<file path="config.mk">
export PLATFORM = sky130hd
export DESIGN_NAME = mc_ctrl_fsm_flat
export DESIGN_NICKNAME = d
export VERILOG_FILES = /design/src/rtl/mc_ctrl_pkg.sv /design/src/rtl/mc_ctrl_fsm_if.sv /design/src/rtl/alu_ctrl_dec.sv /design/src/rtl/mc_ctrl_fsm.sv /design/src/flat_wrapper.sv
export SDC_FILE = /design/constraint.sdc
export NUM_CORES = 1
export LEC_CHECK = 0
export CORE_MARGIN = 3
export CORE_UTILIZATION = 48
export CTS_BUF_LIST = sky130_fd_sc_hd__clkbuf_8
export CTS_CLUSTER_SIZE = 16
export DETAILED_ROUTE_END_ITERATION = 12
export GPL_TIMING_DRIVEN = 0
export PLACE_DENSITY_LB_ADDON = 0.3
export SYNTH_ARGS = -nofsm -noshare
export SYNTH_HDL_FRONTEND = slang
export SYNTH_HIERARCHICAL = 1
export SYNTH_SLANG_ARGS = --single-unit
export TNS_END_PERCENT = 5
</file>
<file path="constraint.sdc">
create_clock -name clk -period 4.4 [get_ports clk]
set_clock_uncertainty 0.15 [all_clocks]
set_input_delay 0.88 -clock clk [delete_from_list [all_inputs] [get_ports clk]]
set_output_delay 0.88 -clock clk [all_outputs]
set_load 0.03 [all_outputs]
</file>
<file path="src/rtl/mc_ctrl_pkg.sv">
// Shared encodings for the multicycle MIPS control unit: FSM states, opcode/funct
// constants, ALU operation codes and datapath mux select codes.
package mc_ctrl_pkg;

    typedef enum logic [3:0] {
        S_FETCH     = 4'd0,
        S_DECODE    = 4'd1,
        S_MEM_ADDR  = 4'd2,
        S_MEM_READ  = 4'd3,
        S_MEM_WB    = 4'd4,
        S_MEM_WRITE = 4'd5,
        S_EXEC_R    = 4'd6,
        S_R_WB      = 4'd7,
        S_EXEC_I    = 4'd8,
        S_I_WB      = 4'd9,
        S_BRANCH    = 4'd10,
        S_JUMP      = 4'd11,
        S_JAL       = 4'd12,
        S_JR        = 4'd13
    } state_t;

    // Which rule the ALU decoder applies in the current state
    typedef enum logic [1:0] {
        CLS_ADD   = 2'd0,
        CLS_SUB   = 2'd1,
        CLS_RTYPE = 2'd2,
        CLS_ITYPE = 2'd3
    } alu_cls_t;

    localparam logic [5:0] OP_RTYPE = 6'b000000;
    localparam logic [5:0] OP_LW    = 6'b100011;
    localparam logic [5:0] OP_SW    = 6'b101011;
    localparam logic [5:0] OP_BEQ   = 6'b000100;
    localparam logic [5:0] OP_ADDIU = 6'b001001;
    localparam logic [5:0] OP_ORI   = 6'b001101;
    localparam logic [5:0] OP_LUI   = 6'b001111;
    localparam logic [5:0] OP_J     = 6'b000010;
    localparam logic [5:0] OP_JAL   = 6'b000011;

    localparam logic [5:0] FN_ADDU = 6'b100001;
    localparam logic [5:0] FN_SUBU = 6'b100011;
    localparam logic [5:0] FN_AND  = 6'b100100;
    localparam logic [5:0] FN_OR   = 6'b100101;
    localparam logic [5:0] FN_SLT  = 6'b101010;
    localparam logic [5:0] FN_JR   = 6'b001000;

    localparam logic [2:0] ALU_ADD = 3'b000;
    localparam logic [2:0] ALU_SUB = 3'b001;
    localparam logic [2:0] ALU_AND = 3'b010;
    localparam logic [2:0] ALU_OR  = 3'b011;
    localparam logic [2:0] ALU_SLT = 3'b100;
    localparam logic [2:0] ALU_LUI = 3'b101;

    localparam logic [1:0] SRCB_B      = 2'b00;
    localparam logic [1:0] SRCB_FOUR   = 2'b01;
    localparam logic [1:0] SRCB_IMM    = 2'b10;
    localparam logic [1:0] SRCB_IMM_SH = 2'b11;

    localparam logic [1:0] RDST_RT = 2'b00;
    localparam logic [1:0] RDST_RD = 2'b01;
    localparam logic [1:0] RDST_RA = 2'b10;

    localparam logic [1:0] M2R_ALUOUT = 2'b00;
    localparam logic [1:0] M2R_MDR    = 2'b01;
    localparam logic [1:0] M2R_PC     = 2'b10;

    localparam logic [1:0] PCSRC_ALU    = 2'b00;
    localparam logic [1:0] PCSRC_ALUOUT = 2'b01;
    localparam logic [1:0] PCSRC_JUMP   = 2'b10;
    localparam logic [1:0] PCSRC_A      = 2'b11;

endpackage

</file>
<file path="src/rtl/mc_ctrl_fsm_if.sv">
// Control-unit <-> datapath bundle: instruction fields and ALU flag in,
// register enables and mux selects out. master = control unit, slave = datapath.
interface mc_ctrl_fsm_if;
    logic [5:0] opcode;
    logic [5:0] funct;
    logic       zero;
    logic       pc_en;
    logic       ir_write;
    logic       mem_write;
    logic       reg_write;
    logic       iord;
    logic       alusrca;
    logic [1:0] alusrcb;
    logic [1:0] regdst;
    logic [1:0] memtoreg;
    logic [1:0] pcsource;
    logic       ext_sel;
    logic [2:0] alu_ctrl;
    logic       illegal;

    modport master (
        input  opcode, funct, zero,
        output pc_en, ir_write, mem_write, reg_write, iord, alusrca, alusrcb,
               regdst, memtoreg, pcsource, ext_sel, alu_ctrl, illegal
    );

    modport slave (
        output opcode, funct, zero,
        input  pc_en, ir_write, mem_write, reg_write, iord, alusrca, alusrcb,
               regdst, memtoreg, pcsource, ext_sel, alu_ctrl, illegal
    );
endinterface

</file>
<file path="src/rtl/alu_ctrl_dec.sv">
// ALU operation decoder: {state class, opcode, funct} -> alu_ctrl, funct_valid.
// Latency: purely combinational, zero cycles.
// Backpressure: none; output follows inputs every cycle.
module alu_ctrl_dec
    import mc_ctrl_pkg::*;
(
    input  alu_cls_t   cls,
    input  logic [5:0] opcode,
    input  logic [5:0] funct,
    output logic [2:0] alu_ctrl,
    output logic       funct_valid
);

    always_comb begin
        funct_valid = 1'b0;
        case (funct)
            FN_ADDU, FN_SUBU, FN_AND, FN_OR, FN_SLT, FN_JR: funct_valid = 1'b1;
            default:                                        funct_valid = 1'b0;
        endcase
    end

    always_comb begin
        alu_ctrl = ALU_ADD;
        case (cls)
            CLS_SUB: alu_ctrl = ALU_SUB;
            CLS_RTYPE: begin
                case (funct)
                    FN_SUBU: alu_ctrl = ALU_SUB;
                    FN_AND:  alu_ctrl = ALU_AND;
                    FN_OR:   alu_ctrl = ALU_OR;
                    FN_SLT:  alu_ctrl = ALU_SLT;
                    default: alu_ctrl = ALU_ADD;
                endcase
            end
            CLS_ITYPE: begin
                case (opcode)
                    OP_ORI:  alu_ctrl = ALU_OR;
                    OP_LUI:  alu_ctrl = ALU_LUI;
                    default: alu_ctrl = ALU_ADD;
                endcase
            end
            default: alu_ctrl = ALU_ADD;
        endcase
    end

endmodule

</file>
<file path="src/rtl/mc_ctrl_fsm.sv">
// Multicycle MIPS control unit: Moore FSM driving datapath enables and mux selects.
// Latency: 3-5 cycles per instruction; outputs combinational from state (pc_en/illegal also from inputs).
// Backpressure: none; the datapath has no stall path, reset abandons the instruction.
module mc_ctrl_fsm
    import mc_ctrl_pkg::*;
(
    input  logic          clk,
    input  logic          rst,
    mc_ctrl_fsm_if.master bus
);

    state_t     state, state_nxt;
    alu_cls_t   alu_cls;
    logic [2:0] alu_code;
    logic       funct_valid;
    logic       pc_write, branch, ir_wr, mem_wr, reg_wr, decode_illegal;
    logic       iord, alusrca, ext_sel;
    logic [1:0] alusrcb, regdst, memtoreg, pcsource;

    alu_ctrl_dec u_alu_dec (
        .cls         (alu_cls),
        .opcode      (bus.opcode),
        .funct       (bus.funct),
        .alu_ctrl    (alu_code),
        .funct_valid (funct_valid)
    );

    always_ff @(posedge clk or posedge rst) begin
        if (rst) state <= S_FETCH;
        else     state <= state_nxt;
    end

    always_comb begin
        state_nxt      = S_FETCH;
        pc_write       = 1'b0;
        branch         = 1'b0;
        ir_wr          = 1'b0;
        mem_wr         = 1'b0;
        reg_wr         = 1'b0;
        decode_illegal = 1'b0;
        iord           = 1'b0;
        alusrca        = 1'b0;
        ext_sel        = 1'b0;
        alusrcb        = SRCB_B;
        regdst         = RDST_RT;
        memtoreg       = M2R_ALUOUT;
        pcsource       = PCSRC_ALU;
        alu_cls        = CLS_ADD;
        case (state)
            S_FETCH: begin
                ir_wr     = 1'b1;
                pc_write  = 1'b1;
                alusrcb   = SRCB_FOUR;
                state_nxt = S_DECODE;
            end
            S_DECODE: begin
                // Branch target is precomputed into ALUOut while dispatching
                alusrcb = SRCB_IMM_SH;
                case (bus.opcode)
                    OP_LW, OP_SW:             state_nxt = S_MEM_ADDR;
                    OP_ADDIU, OP_ORI, OP_LUI: state_nxt = S_EXEC_I;
                    OP_BEQ:                   state_nxt = S_BRANCH;
                    OP_J:                     state_nxt = S_JUMP;
                    OP_JAL:                   state_nxt = S_JAL;
                    OP_RTYPE: begin
                        if (!funct_valid)            decode_illegal = 1'b1;
                        else if (bus.funct == FN_JR) state_nxt = S_JR;
                        else                         state_nxt = S_EXEC_R;
                    end
                    default: decode_illegal = 1'b1;
                endcase
            end
            S_MEM_ADDR: begin
                alusrca   = 1'b1;
                alusrcb   = SRCB_IMM;
                state_nxt = (bus.opcode == OP_SW) ? S_MEM_WRITE : S_MEM_READ;
            end
            S_MEM_READ: begin
                iord      = 1'b1;
                state_nxt = S_MEM_WB;
            end
            S_MEM_WB: begin
                reg_wr   = 1'b1;
                memtoreg = M2R_MDR;
            end
            S_MEM_WRITE: begin
                iord   = 1'b1;
                mem_wr = 1'b1;
            end
            S_EXEC_R: begin
                alusrca   = 1'b1;
                alu_cls   = CLS_RTYPE;
                state_nxt = S_R_WB;
            end
            S_R_WB: begin
                reg_wr = 1'b1;
                regdst = RDST_RD;
            end
            S_EXEC_I: begin
                alusrca   = 1'b1;
                alusrcb   = SRCB_IMM;
                ext_sel   = (bus.opcode == OP_ORI);
                alu_cls   = CLS_ITYPE;
                state_nxt = S_I_WB;
            end
            S_I_WB: reg_wr = 1'b1;
            S_BRANCH: begin
                alusrca  = 1'b1;
                alu_cls  = CLS_SUB;
                branch   = 1'b1;
                pcsource = PCSRC_ALUOUT;
            end
            S_JUMP: begin
                pc_write = 1'b1;
                pcsource = PCSRC_JUMP;
            end
            S_JAL: begin
                // PC already holds PC+4 from FETCH, so it is the link value
                pc_write = 1'b1;
                pcsource = PCSRC_JUMP;
                reg_wr   = 1'b1;
                regdst   = RDST_RA;
                memtoreg = M2R_PC;
            end
            S_JR: begin
                pc_write = 1'b1;
                pcsource = PCSRC_A;
            end
            default: state_nxt = S_FETCH;
        endcase
    end

    // Write strobes are masked during reset so nothing commits while rst is high
    assign bus.pc_en     = ~rst & (pc_write | (branch & bus.zero));
    assign bus.ir_write  = ~rst & ir_wr;
    assign bus.mem_write = ~rst & mem_wr;
    assign bus.reg_write = ~rst & reg_wr;
    assign bus.illegal   = ~rst & decode_illegal;
    assign bus.iord      = iord;
    assign bus.alusrca   = alusrca;
    assign bus.alusrcb   = alusrcb;
    assign bus.regdst    = regdst;
    assign bus.memtoreg  = memtoreg;
    assign bus.pcsource  = pcsource;
    assign bus.ext_sel   = ext_sel;
    assign bus.alu_ctrl  = alu_code;

endmodule

</file>
<file path="src/flat_wrapper.sv">
// flat-port wrapper written by rule: the top's interface ports become plain ports
module mc_ctrl_fsm_flat import mc_ctrl_pkg::*;
  (clk, rst, bus_opcode, bus_funct, bus_zero, bus_pc_en, bus_ir_write, bus_mem_write, bus_reg_write, bus_iord, bus_alusrca, bus_alusrcb, bus_regdst, bus_memtoreg, bus_pcsource, bus_ext_sel, bus_alu_ctrl, bus_illegal);
  mc_ctrl_fsm_if bus_i ();
  input  logic clk;
  input  logic rst;
  input wire logic [$bits(bus_i.opcode)-1:0] bus_opcode;
  input wire logic [$bits(bus_i.funct)-1:0] bus_funct;
  input wire logic [$bits(bus_i.zero)-1:0] bus_zero;
  output wire logic [$bits(bus_i.pc_en)-1:0] bus_pc_en;
  output wire logic [$bits(bus_i.ir_write)-1:0] bus_ir_write;
  output wire logic [$bits(bus_i.mem_write)-1:0] bus_mem_write;
  output wire logic [$bits(bus_i.reg_write)-1:0] bus_reg_write;
  output wire logic [$bits(bus_i.iord)-1:0] bus_iord;
  output wire logic [$bits(bus_i.alusrca)-1:0] bus_alusrca;
  output wire logic [$bits(bus_i.alusrcb)-1:0] bus_alusrcb;
  output wire logic [$bits(bus_i.regdst)-1:0] bus_regdst;
  output wire logic [$bits(bus_i.memtoreg)-1:0] bus_memtoreg;
  output wire logic [$bits(bus_i.pcsource)-1:0] bus_pcsource;
  output wire logic [$bits(bus_i.ext_sel)-1:0] bus_ext_sel;
  output wire logic [$bits(bus_i.alu_ctrl)-1:0] bus_alu_ctrl;
  output wire logic [$bits(bus_i.illegal)-1:0] bus_illegal;
  assign bus_i.opcode = bus_opcode;
  assign bus_i.funct = bus_funct;
  assign bus_i.zero = bus_zero;
  assign bus_pc_en = bus_i.pc_en;
  assign bus_ir_write = bus_i.ir_write;
  assign bus_mem_write = bus_i.mem_write;
  assign bus_reg_write = bus_i.reg_write;
  assign bus_iord = bus_i.iord;
  assign bus_alusrca = bus_i.alusrca;
  assign bus_alusrcb = bus_i.alusrcb;
  assign bus_regdst = bus_i.regdst;
  assign bus_memtoreg = bus_i.memtoreg;
  assign bus_pcsource = bus_i.pcsource;
  assign bus_ext_sel = bus_i.ext_sel;
  assign bus_alu_ctrl = bus_i.alu_ctrl;
  assign bus_illegal = bus_i.illegal;
  mc_ctrl_fsm u_core (.clk(clk), .rst(rst), .bus(bus_i));
endmodule
</file>
After elaboration in Yosys (flattened, before gate mapping)
Index checks and enable logic that the tools add are counted.
Word-level totals
  flip-flop bits (word level): 4
  bits of input ports: 15
  logic and storage cells: 76
Operators by class
  eq/ne operators: 30
  muxes and demuxes: 25
  bitwise logic cells: 8
  reductions and logical operators: 12
Operators with widths (count)
  4-bit one-hot mux with 6 select lines: 2
  6-bit == test (second input constant): 7
  4-bit == test (second input constant): 6
  6-bit by 4-bit == test with 1-bit output (second input constant): 4
  2-bit one-hot mux with 3 select lines: 3
  4-bit by 3-bit == test with 1-bit output (second input constant): 4
  6-bit by 2-bit == test with 1-bit output (second input constant): 2
  3-bit one-hot mux with 4 select lines: 1
  4-bit OR reduction: 3
  1-bit 2-to-1 mux: 11
  3-bit one-hot mux with 3 select lines: 1
  4-bit by 2-bit == test with 1-bit output (second input constant): 2
  4-bit 2-to-1 mux: 2
  2-bit one-hot mux with 2 select lines: 2
  2-bit OR reduction: 4
  8-bit OR reduction: 1
  1-bit AND: 6
  6-bit by 3-bit == test with 1-bit output (second input constant): 1
  6-bit zero test: 1
  3-bit one-hot mux with 2 select lines: 1
  6-bit OR reduction: 1
  2-bit == test (second input constant): 2
  4-bit by 1-bit == test with 1-bit output (second input constant): 1
  4-bit zero test: 1
  6 further kinds: 6

Longest topological paths before layout
  word-level depth: 7
  mapped depth: 7

Modules after synthesis
The synthesis kept the hierarchy.
Modules (own cells, without submodules)
  mc_ctrl_fsm: instances 1, cells an instance 101, area each 723.2 µm², seq. area each 100.1 µm²
  alu_ctrl_dec: instances 1, cells an instance 20, area each 145.1 µm², seq. area each 0.0 µm²

Worst setup path before layout
OpenSTA, ideal clock, no wires.
  path type: input-to-output
  from: input bus_funct[3]
  to: output bus_illegal
  arrival: 2.992 ns
  required time: 3.370 ns
  path slack: 0.378 ns
  stages on the path: 6
  path through: nor3b_1 a2bb2oi_1 o31ai_1 nor3b_1 nor2b_1 a2111oi_0
On the way
  word-level cells in the longest chain between the ends: 7
  elaborated cells on any way between the ends: 12
Ends and longest elaborated chain
  start: declaration: RTL line flat_wrapper.sv:8  | input wire logic [$bits(bus_i.funct)-1:0] bus_funct;
  6-bit == test or 6-bit by 4-bit == test with 1-bit output (tied branches): RTL line alu_ctrl_dec.sv:16  | case (funct)
  6-bit OR reduction *: RTL line alu_ctrl_dec.sv:16
  1-bit 2-to-1 mux *: RTL line alu_ctrl_dec.sv:16
  via u_core.funct_valid: RTL line mc_ctrl_fsm.sv:15  | logic funct_valid;
  1-bit 2-to-1 mux *: RTL line mc_ctrl_fsm.sv:66  | if (!funct_valid) decode_illegal = 1'b1;
  1-bit one-hot mux with 2 select lines *: RTL line mc_ctrl_fsm.sv:59  | case (bus.opcode)
  1-bit 2-to-1 mux *: RTL line mc_ctrl_fsm.sv:49  | case (state)
  1-bit AND *: RTL line mc_ctrl_fsm.sv:138  | assign bus.illegal = ~rst & decode_illegal;
  end: declaration: RTL line flat_wrapper.sv:22  | output wire logic [$bits(bus_i.illegal)-1:0] bus_illegal;
Mark *: on every way through the listed nets, which the timed path passes. The rest lies on a longest branch.

Final worst setup path
  from: input bus_opcode[3]
  to: output bus_ext_sel
On the way
  word-level cells in the longest chain between the ends: 2
Ends and longest elaborated chain
  start: declaration: RTL line flat_wrapper.sv:7  | input wire logic [$bits(bus_i.opcode)-1:0] bus_opcode;
  6-bit by 4-bit == test with 1-bit output: RTL line mc_ctrl_fsm.sv:102  | ext_sel = (bus.opcode == OP_ORI);
  1-bit 2-to-1 mux: RTL line mc_ctrl_fsm.sv:49
  end: declaration: RTL line flat_wrapper.sv:20  | output wire logic [$bits(bus_i.ext_sel)-1:0] bus_ext_sel;
Every way passes these cells.

==> metrics.cfg <==
[run_status]
status = completed

[power_and_ir_drop]
p_int_uw = 167
leakage_uw = 0.000431
switching_share = 0.421
sequentialPowerShare = 0.149
power.density_mw_per_mm2 = 226
power.share.clock = 0.270
ir_worst_vdd_mv = 0.190
combPwrFrac = 0.581
finalPower_uw = 289
power_switching_uw = 122

[drt]
drt_pass1_iterations = 4
vias = 1097
drc = 0
wl_per_cell_um = 14.9
ant_nets = 0
drt_iter0_drc = 50
wl_mm = 2.69
via_per_inst = 6.06

[floorplan]
start_util = 0.545
die-area_mm2 = 0.00236
num_rows = 14
io_pins = 34
die_h_um = 48.5
fp.coreArea_mm2 = 0.00159
dieWidth_um = 48.5

[cts]
cts.repair.resized = 1
cts.sink_count = 4
cts_buffers = 3
cts-root-buf = clkbuf_8
cts_tree = yes
cts_hold_buf = 0
ctsHtreeMaxLevel = 1
post_cts_buffers = 0
clk-insertion-delay-late_ns = 0.22
clk_pin_slew_ns = 0.03
clockBufferDepth = 2

[grt]
grt-ovfl-total = 0
grt_use_total = 0.211
antenna_found_initial = 0
grt_pass1_wl_mm = 4.17
grt_max_degree = 11
grt_pass1_vias = 945

[synth]
syn-instance-count = 121
yosys_warnings = 6
seq_area_frac_synth = 0.115
synthTopCellsByCount = nor2_1 (13), nand2_1 (8), nor3_1 (8)
yosys.area.top_type = dfrtp_1
syn_area_per_cell_um2 = 7.18
yosysMostFrequentCell = nor2_1
synth_async_sr_flop_share = 1.00
synth_edf_count = 0
yosysTopAreaCellShare = 0.115
synth_ff_type = dfrtp_1
synthTopCellsByArea = dfrtp_1 (12%), nor2_1 (5.6%), nor3_1 (4.6%)
netlist_area_um2 = 868
synth_cell_types = 46
syn_nets = 136
ys_ff_latch = 4

[sta]
period_needed_ns = 4.12
relSlewSlack = 0.695
setup_slack_ns = 0.284
finalCritPeriodShare = 0.936
tns_ns = 0
setup_viol = 0
rsz0062_at_grt = false
hold_viol_final = 0
tightestPinTransition_ns = 0.457
fmax_mhz = 243
finalMaxSlewViolations = 0

[cells_and_area]
top_regs = u_core/state (4)
fin_area_mm2 = 0.00128
drive_gt1_frac = 0.102
regMostFlops = u_core/state
nNetsFinal = 174
largest_reg_flops = 4
area_delta_synth_final_pct = 47.1
diodes = 0

[flow_run]
cap_violations = 0

[critical_path]
start_kind = primary input
critPathMaxFanout = 9
worstSetupEndpointType = output port
critical_path_class = primary input to output port
cp.arrival_ns = 3.09
cp.required_ns = 3.37

[place]
preCtsSetupSlack_ns = -0.0206
routabilityCongestion = 0.865
dpl_cell_area_mm2 = 0.00123
hpwlAfterDp_mm = 2.03
io_buffers = 33

[min_path]
hold_class = flip-flop to flip-flop

stage by stage:
step           hold WS [ns]  utilization  instances
2_1_floorplan         0.380            -        121
3_3_place_gp          0.451        0.771        178
3_5_place_dp          0.459        0.771        178
4_1_cts               0.471        0.800        181
5_1_grt               0.498        0.801        181
6_report              0.479        0.801        181
cell usage in the layout (no fill, tap or decap), types with 2 or more instances in the layout:
cell type | Yosys | routed
nand4b_1 | 3 | 3
nand2b_1 | 6 | 6
inv_1 | 5 | 5
o31a_1 | 2 | 2
nor3_1 | 8 | 8
or4b_2 | 2 | 2
and2_1 | 3 | 3
o21ai_0 | 6 | 6
or3b_2 | 2 | 2
a21oi_1 | 6 | 6
nor3b_1 | 3 | 3
a32o_1 | 2 | 2
or4_1 | 2 | 2
buf_2 | 2 | 2
clkdlybuf4s50_1 | 0 | 32
xnor2_1 | 2 | 2
nand2_1 | 8 | 8
nor2b_1 | 4 | 4
nand3b_1 | 4 | 4
o41ai_1 | 2 | 2
a2111oi_0 | 2 | 2
nor2_1 | 13 | 13
clkbuf_1 | 5 | 5
clkbuf_8 | 0 | 3
o211ai_1 | 2 | 2
dfrtp_1 | 4 | 4
layout make-up:
type,instances,area (um2)
buffer,10,51.3
clock buffer,3,41.3
multi-input combinational,102,703
fill,106,317
tap,24,30.0
timing repair buffer,33,333
inverter,5,18.8
sequential,4,100
kinds of logic after synthesis:
kind of cell / Yosys count / synth area share
AO/OA/AOI/OAI: 35 / 0.317
XOR/XNOR: 3 / 0.0303
buffers and inverters: 15 / 0.0807
flip-flops: 4 / 0.115
multiplexers: 1 / 0.0115
AND/OR/NAND/NOR: 63 / 0.445
power by group through the flow:
stage	Clock, uW	Sequential (uW)	Combinational [uW]
after detailed placement	0	43.4	165
after floorplan	0	42.9	106
after global routing	83.0	43.3	180
after CTS	78.2	43.0	166
final	78.2	43.0	168
after global placement	0	43.3	160
worst paths after layout:
path | startpoint | end | slack, ns | cells past startpoint
hold reg to reg | u_core/state[0] | u_core/state[3] | 0.48 | 2
max in group asynchronous | rst | u_core/state[0] | 3.09 | 2
setup / recovery | bus_opcode[3] | bus_ext_sel | 0.28 | 5
hold / removal | u_core/state[0] | u_core/state[3] | 0.48 | 2
setup reg to reg | u_core/state[0] | u_core/state[1] | 2.43 | 5
min in group asynchronous | rst | u_core/state[2] | 0.86 | 2
layer usage:
layer / routed length, um / global-route usage
met3: 141 / 0.0307
met1: 1150 / 0.267
met2: 1380 / 0.376
met5: 0 / 0
met4: 21 / 0.0521
critical path, stage by stage:
cell and delay, ns:
clkdlybuf4s50_1 0.67, nand2_1 0.16, or4_1 0.51, nor3b_2 0.18, clkdlybuf4s50_1 0.68
Power figures use the tool's default switching activity.
